[src/rtl/keypad_pkg.sv]
// Shared definitions for the keypad emulator: key indices, per-key FSM state
// encoding and the bounce LFSR.
package keypad_pkg;

  localparam int NUM_KEYS = 4;
  localparam int KEY_COL  = 3;

  localparam logic [1:0] KEY_LEFT   = 2'd0;
  localparam logic [1:0] KEY_RIGHT  = 2'd1;
  localparam logic [1:0] KEY_ATTACK = 2'd2;
  localparam logic [1:0] KEY_UP     = 2'd3;

  localparam logic [15:0] LFSR_SEED = 16'hACE1;

  typedef enum logic [1:0] {
    ST_IDLE    = 2'd0,
    ST_PRESS_B = 2'd1,
    ST_HELD    = 2'd2,
    ST_REL_B   = 2'd3
  } key_state_e;

  // Fibonacci LFSR, taps 16,14,13,11, shifting toward the MSB.
  function automatic logic [15:0] lfsr_next(input logic [15:0] s);
    return {s[14:0], s[15] ^ s[13] ^ s[12] ^ s[10]};
  endfunction

endpackage

[src/rtl/keypad_key_fsm.sv]
// One emulated key contact: IDLE -> PRESS_B -> HELD -> REL_B -> IDLE, with an
// 8-bit hold counter and an 8-bit bounce counter.
module keypad_key_fsm
  import keypad_pkg::*;
#(
  parameter int BOUNCE_CYC = 8,
  parameter bit BOUNCE_EN  = 1'b1
) (
  input  logic       clk_i,
  input  logic       rst_n_i,
  input  logic       cmd_fire_i,
  input  logic [7:0] cmd_hold_i,
  input  logic       release_all_i,
  input  logic       bounce_bit_i,
  output logic       pressed_o,
  output logic       busy_o,
  output key_state_e state_o
);

  localparam logic [7:0] BOUNCE_LEN = 8'(BOUNCE_CYC);

  key_state_e state_q, state_d;
  logic [7:0] hold_q, hold_d;
  logic [7:0] bounce_q, bounce_d;
  logic       start;

  // A zero-length hold is accepted by the handshake but does nothing.
  assign start = cmd_fire_i && (cmd_hold_i != 8'd0);

  always_ff @(posedge clk_i) begin
    if (!rst_n_i) begin
      state_q  <= ST_IDLE;
      hold_q   <= 8'd0;
      bounce_q <= 8'd0;
    end else begin
      state_q  <= state_d;
      hold_q   <= hold_d;
      bounce_q <= bounce_d;
    end
  end

  always_comb begin
    state_d  = state_q;
    hold_d   = hold_q;
    bounce_d = bounce_q;
    case (state_q)
      ST_IDLE: begin
        if (!release_all_i && start) begin
          hold_d = cmd_hold_i;
          if (BOUNCE_EN) begin
            state_d  = ST_PRESS_B;
            bounce_d = BOUNCE_LEN;
          end else begin
            state_d = ST_HELD;
          end
        end
      end
      ST_PRESS_B: begin
        if (release_all_i) begin
          state_d  = ST_REL_B;
          bounce_d = BOUNCE_LEN;
        end else begin
          if (start) hold_d = cmd_hold_i;
          if (bounce_q <= 8'd1) state_d = ST_HELD;
          else                  bounce_d = bounce_q - 8'd1;
        end
      end
      ST_HELD: begin
        if (release_all_i || (!start && hold_q <= 8'd1)) begin
          hold_d = 8'd0;
          if (BOUNCE_EN) begin
            state_d  = ST_REL_B;
            bounce_d = BOUNCE_LEN;
          end else begin
            state_d = ST_IDLE;
          end
        end else if (start) begin
          hold_d = cmd_hold_i;
        end else begin
          hold_d = hold_q - 8'd1;
        end
      end
      ST_REL_B: begin
        // A new press during release bounce starts the press over.
        if (!release_all_i && start) begin
          hold_d = cmd_hold_i;
          if (BOUNCE_EN) begin
            state_d  = ST_PRESS_B;
            bounce_d = BOUNCE_LEN;
          end else begin
            state_d = ST_HELD;
          end
        end else if (bounce_q <= 8'd1) begin
          state_d  = ST_IDLE;
          bounce_d = 8'd0;
        end else begin
          bounce_d = bounce_q - 8'd1;
        end
      end
      default: begin
        state_d = ST_IDLE;
      end
    endcase
  end

  always_comb begin
    pressed_o = 1'b0;
    case (state_q)
      ST_PRESS_B, ST_REL_B: pressed_o = bounce_bit_i;
      ST_HELD:              pressed_o = 1'b1;
      default:              pressed_o = 1'b0;
    endcase
  end

  assign busy_o  = (state_q != ST_IDLE);
  assign state_o = state_q;

endmodule

[src/rtl/keypad_emulator.sv]
// Emulates four keys on column 3 of a scanned active-low keypad matrix, with
// optional LFSR-driven contact bounce on press and release.
module keypad_emulator
  import keypad_pkg::*;
#(
  parameter int BOUNCE_CYC = 8,
  parameter bit BOUNCE_EN  = 1'b1
) (
  input  logic       clk,
  input  logic       rst_n,
  input  logic [3:0] cols,
  output logic [3:0] rows,
  input  logic       cmd_valid,
  output logic       cmd_ready,
  input  logic [1:0] cmd_key,
  input  logic [7:0] cmd_hold,
  input  logic       release_all,
  output logic [3:0] pressed,
  output logic       busy,
  output logic [7:0] dbg_state
);

  // Handshake: a command transfers on any cycle where cmd_valid && cmd_ready;
  // cmd_ready is low only while rst_n is low, so no command is ever stalled.
  logic        accept;
  logic [15:0] lfsr_q, lfsr_d;
  logic [3:0]  key_pressed;
  logic [3:0]  key_busy;
  logic        unused_cols;

  assign cmd_ready   = rst_n;
  assign accept      = cmd_valid && cmd_ready;
  assign lfsr_d      = lfsr_next(lfsr_q);
  assign unused_cols = ^cols[2:0];

  always_ff @(posedge clk) begin
    if (!rst_n) lfsr_q <= LFSR_SEED;
    else        lfsr_q <= lfsr_d;
  end

  for (genvar k = 0; k < NUM_KEYS; k++) begin : g_key
    key_state_e key_state;

    keypad_key_fsm #(
      .BOUNCE_CYC(BOUNCE_CYC),
      .BOUNCE_EN (BOUNCE_EN)
    ) u_key (
      .clk_i        (clk),
      .rst_n_i      (rst_n),
      .cmd_fire_i   (accept && (cmd_key == 2'(k))),
      .cmd_hold_i   (cmd_hold),
      .release_all_i(release_all),
      .bounce_bit_i (lfsr_q[k]),
      .pressed_o    (key_pressed[k]),
      .busy_o       (key_busy[k]),
      .state_o      (key_state)
    );

    assign dbg_state[2*k +: 2] = key_state;
  end

  // Masking with rst_n keeps the matrix released during reset even before the
  // key FSMs have been cleared by the reset edge.
  assign pressed = key_pressed & {4{rst_n}};
  assign rows    = ~(pressed & {4{~cols[KEY_COL]}});
  assign busy    = |key_busy;

endmodule

[config.mk]
export PLATFORM = sky130hd
export DESIGN_NAME = keypad_emulator
export DESIGN_NICKNAME = d
export VERILOG_FILES = /design/src/rtl/keypad_pkg.sv /design/src/rtl/keypad_key_fsm.sv /design/src/rtl/keypad_emulator.sv
export SDC_FILE = /design/constraint.sdc
export NUM_CORES = 1
export LEC_CHECK = 0
export BUFFER_PORTS_ARGS = -buffer_cell sky130_fd_sc_hd__buf_4
export CAP_MARGIN = 20
export CORE_MARGIN = 2
export CORE_UTILIZATION = 61
export DETAILED_ROUTE_END_ITERATION = 8
export PLACE_DENSITY = 0.85
export SLEW_MARGIN = 20
export SYNTH_ARGS = -nofsm -noshare
export SYNTH_HDL_FRONTEND = slang
export SYNTH_SLANG_ARGS = --single-unit
[constraint.sdc]
create_clock -name clk -period 2.9 [get_ports clk]
set_input_delay 0.145 -clock clk [delete_from_list [all_inputs] [get_ports clk]]
set_output_delay 0.145 -clock clk [all_outputs]
set_load 0.01 [all_outputs]
==> summary.txt <==
Route
  – Number of optimization iterations in the first detailed-route pass: 5
  – Total wire length: 13700 um
  – Detail-routed net length per standard cell: 16.4 um
  – Total number of vias: 5352
  – Antenna violation net count after detailed routing: 0
  – Number of vias per cell after detailed routing: 6.39
  – Number of violations reported at the end of detailed-routing iteration 0: slightly above 400
  – Remaining design rule violation count: 0

Worst setup path
  – Maximum fanout count along the critical path: 10
  – Crit path max-delay cell type: or4_1
  – Endpoint of the lowest-slack register-to-register path: g_key[3].u_key.bounce_q[1]$_SDFFE_PN0P_
  – Cell family with most CP delay: simple AND/OR/NAND/NOR gates
  – Launching element of the worst setup path: g_key[3].u_key.hold_q[3]$_SDFFE_PN0P_
  – Worst R2R Start: g_key[3].u_key.hold_q[3]$_SDFFE_PN0P_
  – Chain of cells forming the critical path: or4_1, o311a_1, a21oi_2, nand2_2, or3_1, a21oi_1
  – Worst reg2reg setup slack: 0.44 ns
  – Endpoint required time on the critical path: 3.21 ns
  – Critical path startpoint category: flip-flop
  – Worst R2R Path Depth: 6
  – Element type at the critical path end: flip-flop
  – CP Buf/Inv Count: 0
  – Critical Path End: g_key[3].u_key.bounce_q[1]$_SDFFE_PN0P_
  – Count of cell instances traversed by the critical path: 6
  – Max stage delay on crit path: 0.63 ns
  – Worst setup path class: flip-flop to flip-flop
  – CP arrival: 2.77 ns

STA
  – Final setup viols: 0
  – Total Neg Setup Slack: 0 ns
  – Final Cycle Share: between 80 and 90%
  – Number of hold violations in the final report: 0
  – Shortest period the worst path allows: 2.46 ns
  – Worst setup skew after layout: 0.00819 ns
  – F_max: 0.407 GHz
  – Worst path setup slack after routing: 0.440 ns
  – Number of pins exceeding their max-slew limit in the final report: 0
  – RSZ-0062 raised after global routing: false
  – Tightest Pin Transition: between 0.7 and 0.8 ns
  – Tightest slew margin relative to the limit: 48.3%

Yosys
  – Synth top area share: 32.2%
  – Predominant post-synthesis flop cell: dfxtp_1
  – Post-synthesis net count: 746
  – Top cells by area, synth: dfxtp_1 (32%), ha_1 (8.2%), a21oi_1 (6.0%)
  – Async set-reset flop share out of synthesis: 0%
  – Post-synth cell types: 69
  – Proportion of synthesized chip area in sequential cells: 32.2%
  – Number of warnings issued by yosys: 0
  – Seq cells post-synth: 88
  – Cell accounting for the most synthesized area: dfxtp_1
  – Number of instances in the synthesized netlist: 692
  – Number of synthesized flops with an enable pin: 0
  – Mean post-synth cell area: 7.90 um2
  – Post-synthesis instance area: between 5000 and 6000 um2
  – Count leader, synth: dfxtp_1
  – Most used standard cells in the synthesized netlist: dfxtp_1 (88), nor2_1 (76), a21oi_1 (66)

Finish
  – Final net count: 778
  – Number of antenna repair diodes: 0
  – Utilization after layout: approximately 69%
  – Fraction of final layout cells with drive strength greater than 1: 11.2%
  – Filler cell count in the final layout: 716
  – Area growth from synthesis to layout: 10.3%

Status
  – Result of the run: finished clean

CTS
  – Level count of the clock H-tree: 3
  – Post CTS Setup Buffer Count: 0
  – TritonCTS clock tree: done
  – Number of instances resized during post-cts repair: 0
  – Clock sink count: 88
  – Hold buffer count at cts: 0
  – Clock transition at the registers of the reported paths: 0.09 ns
  – Library cell used as clock root buffer: clkbuf_8
  – Clock latency on the worst-skew pair: approximately 0.37 ns
  – Number of buffers created by CTS: 9
  – Number of buffers between clock root and the deepest sink: 2

Run
  – Max_cap viols: 0

Global routing
  – Overall overflow remaining after global route: 0
  – Number of global-route vias before repair: 5050
  – First-pass GRT wire length: 23200 um
  – GRT Resource Usage Total: between 20 and 30%
  – Pin count of the biggest net entering global routing: 50
  – Antenna violations before repair: 0

Min path
  – Origin of the worst min-delay path: rst_n
  – Type of the tightest min-delay check: input port to flip-flop

Floorplan
  – I/O pin count: 36
  – Die area: roughly 10000 um2
  – Die span in y: 98.7 um
  – Starting Density: 62.7%
  – Num rows: 34
  – Overall die width: 98.7 um
  – Area of the core: 8720 um2

Place
  – Routability cong.: 0.931
  – HPWL after DPL: 9570 um
  – Worst slack at placement: 0.365 ns
  – Count of buffers inserted at the top-level ports: 32

Power and ir drop
  – Peak VDD IR: 791 uV
  – Power per standard cell area: 890 nW/um2
  – Leakage power summed over all cells: 2.29 nW
routing by layer:
metal	track usage, %	share of wire, %	routed length, um
met1	37.7	43	5960
met2	47.6	47	6510
met3	5.60	6.2	858
met4	11.4	2.9	402
met5	0	0	0
worst min-delay path, stage by stage:
cell and delay [ns]:
buf_4 0.15, o21ai_0 0.07, a21oi_1 0.04
report_power, final:
group / total [W] / switching [W] / leakage, nW / internal (W)
clock: 0.000887 / 0.000480 / 0.101 / 0.000407
sequential: 0.00178 / 0.000308 / 0.720 / 0.00147
combinational: 0.00270 / 0.00156 / 1.47 / 0.00114
total: 0.00537 / 0.00235 / 2.29 / 0.00302
how the worst min path moves through the flow:
stage | endpoint | depth (start not counted)
floorplan | g_key[1].u_key.hold_q[2]$_SDFFE_PN0P_ | 2
global placement | lfsr_q[15]$_SDFF_PN1_ | 1
detailed placement | lfsr_q[6]$_SDFF_PN1_ | 1
CTS | g_key[0].u_key.hold_q[6]$_SDFFE_PN0P_ | 3
global route | g_key[0].u_key.hold_q[4]$_SDFFE_PN0P_ | 3
finish | g_key[0].u_key.hold_q[6]$_SDFFE_PN0P_ | 3
logic make-up (layout without fill, tap and decap cells):
group / count (synthesis) / in the layout / share of synthesized area [%]
buffers and inverters: 63 / 100 / 4.78
multiplexers: 10 / 10 / 1.83
AND/OR/NAND/NOR: 263 / 263 / 24.5
adder cells (fa/ha/maj): 36 / 36 / 8.24
XOR/XNOR: 18 / 18 / 2.88
flip-flops: 88 / 88 / 32.2
AO/OA/AOI/OAI: 214 / 214 / 25.6
layout make-up:
class / count / area (um2) / area share (%)
clock inverters: 7 / 77.6 / 1.29
well taps: 108 / 135 / 2.24
repair buffers: 46 / 345 / 5.72
flip-flops and latches: 88 / 1760 / 29.2
multi-input cells: 541 / 3450 / 57.1
clock buffers: 9 / 124 / 2.05
inverters: 38 / 143 / 2.36
per-stage QoR:
| stage | instance area (um2) | hold WS (ns) | total power [W] | std cells |
|---|---|---|---|---|
| floorplan | 5470 | 0.327 | 0.00376 | 692 |
| global placement | 5830 | 0.394 | 0.00432 | 821 |
| detailed placement | 5830 | 0.393 | 0.00444 | 821 |
| CTS | 6030 | 0.0498 | 0.00535 | 837 |
| global route | 6030 | 0.0908 | 0.00578 | 837 |
| finish | 6030 | 0.0676 | 0.00537 | 837 |
registers in the layout (all words and copies together) (netlist names):
name	flops
g_key.u_key.bounce_q	32
g_key.u_key.hold_q	32
lfsr_q	16
g_key.u_key.state_o	8
placed cells by master, fill, tap and decap left out, types with 4 or more instances in the layout:
cell type and n:
xnor2_1 10, nand2b_1 17, mux2i_1 10, or3_1 14, nor2b_1 4, o31ai_1 4
a211oi_1 18, nor2_1 76, o22ai_1 4, nand2_1 63, ha_1 36, o211ai_1 16
a31oi_1 6, a21oi_1 66, xor2_1 8, nand3_1 12, or4_1 6, buf_4 46
o21ai_0 42, nand4_1 5, o21ai_1 10, o2bb2ai_1 4, dfxtp_1 88, clkbuf_8 9
inv_1 36, nor3_1 14, a22oi_1 5, o311ai_0 4, nor4_1 15, and2_1 12
o32ai_1 4
No activity file was read; power rests on OpenSTA's default activity.
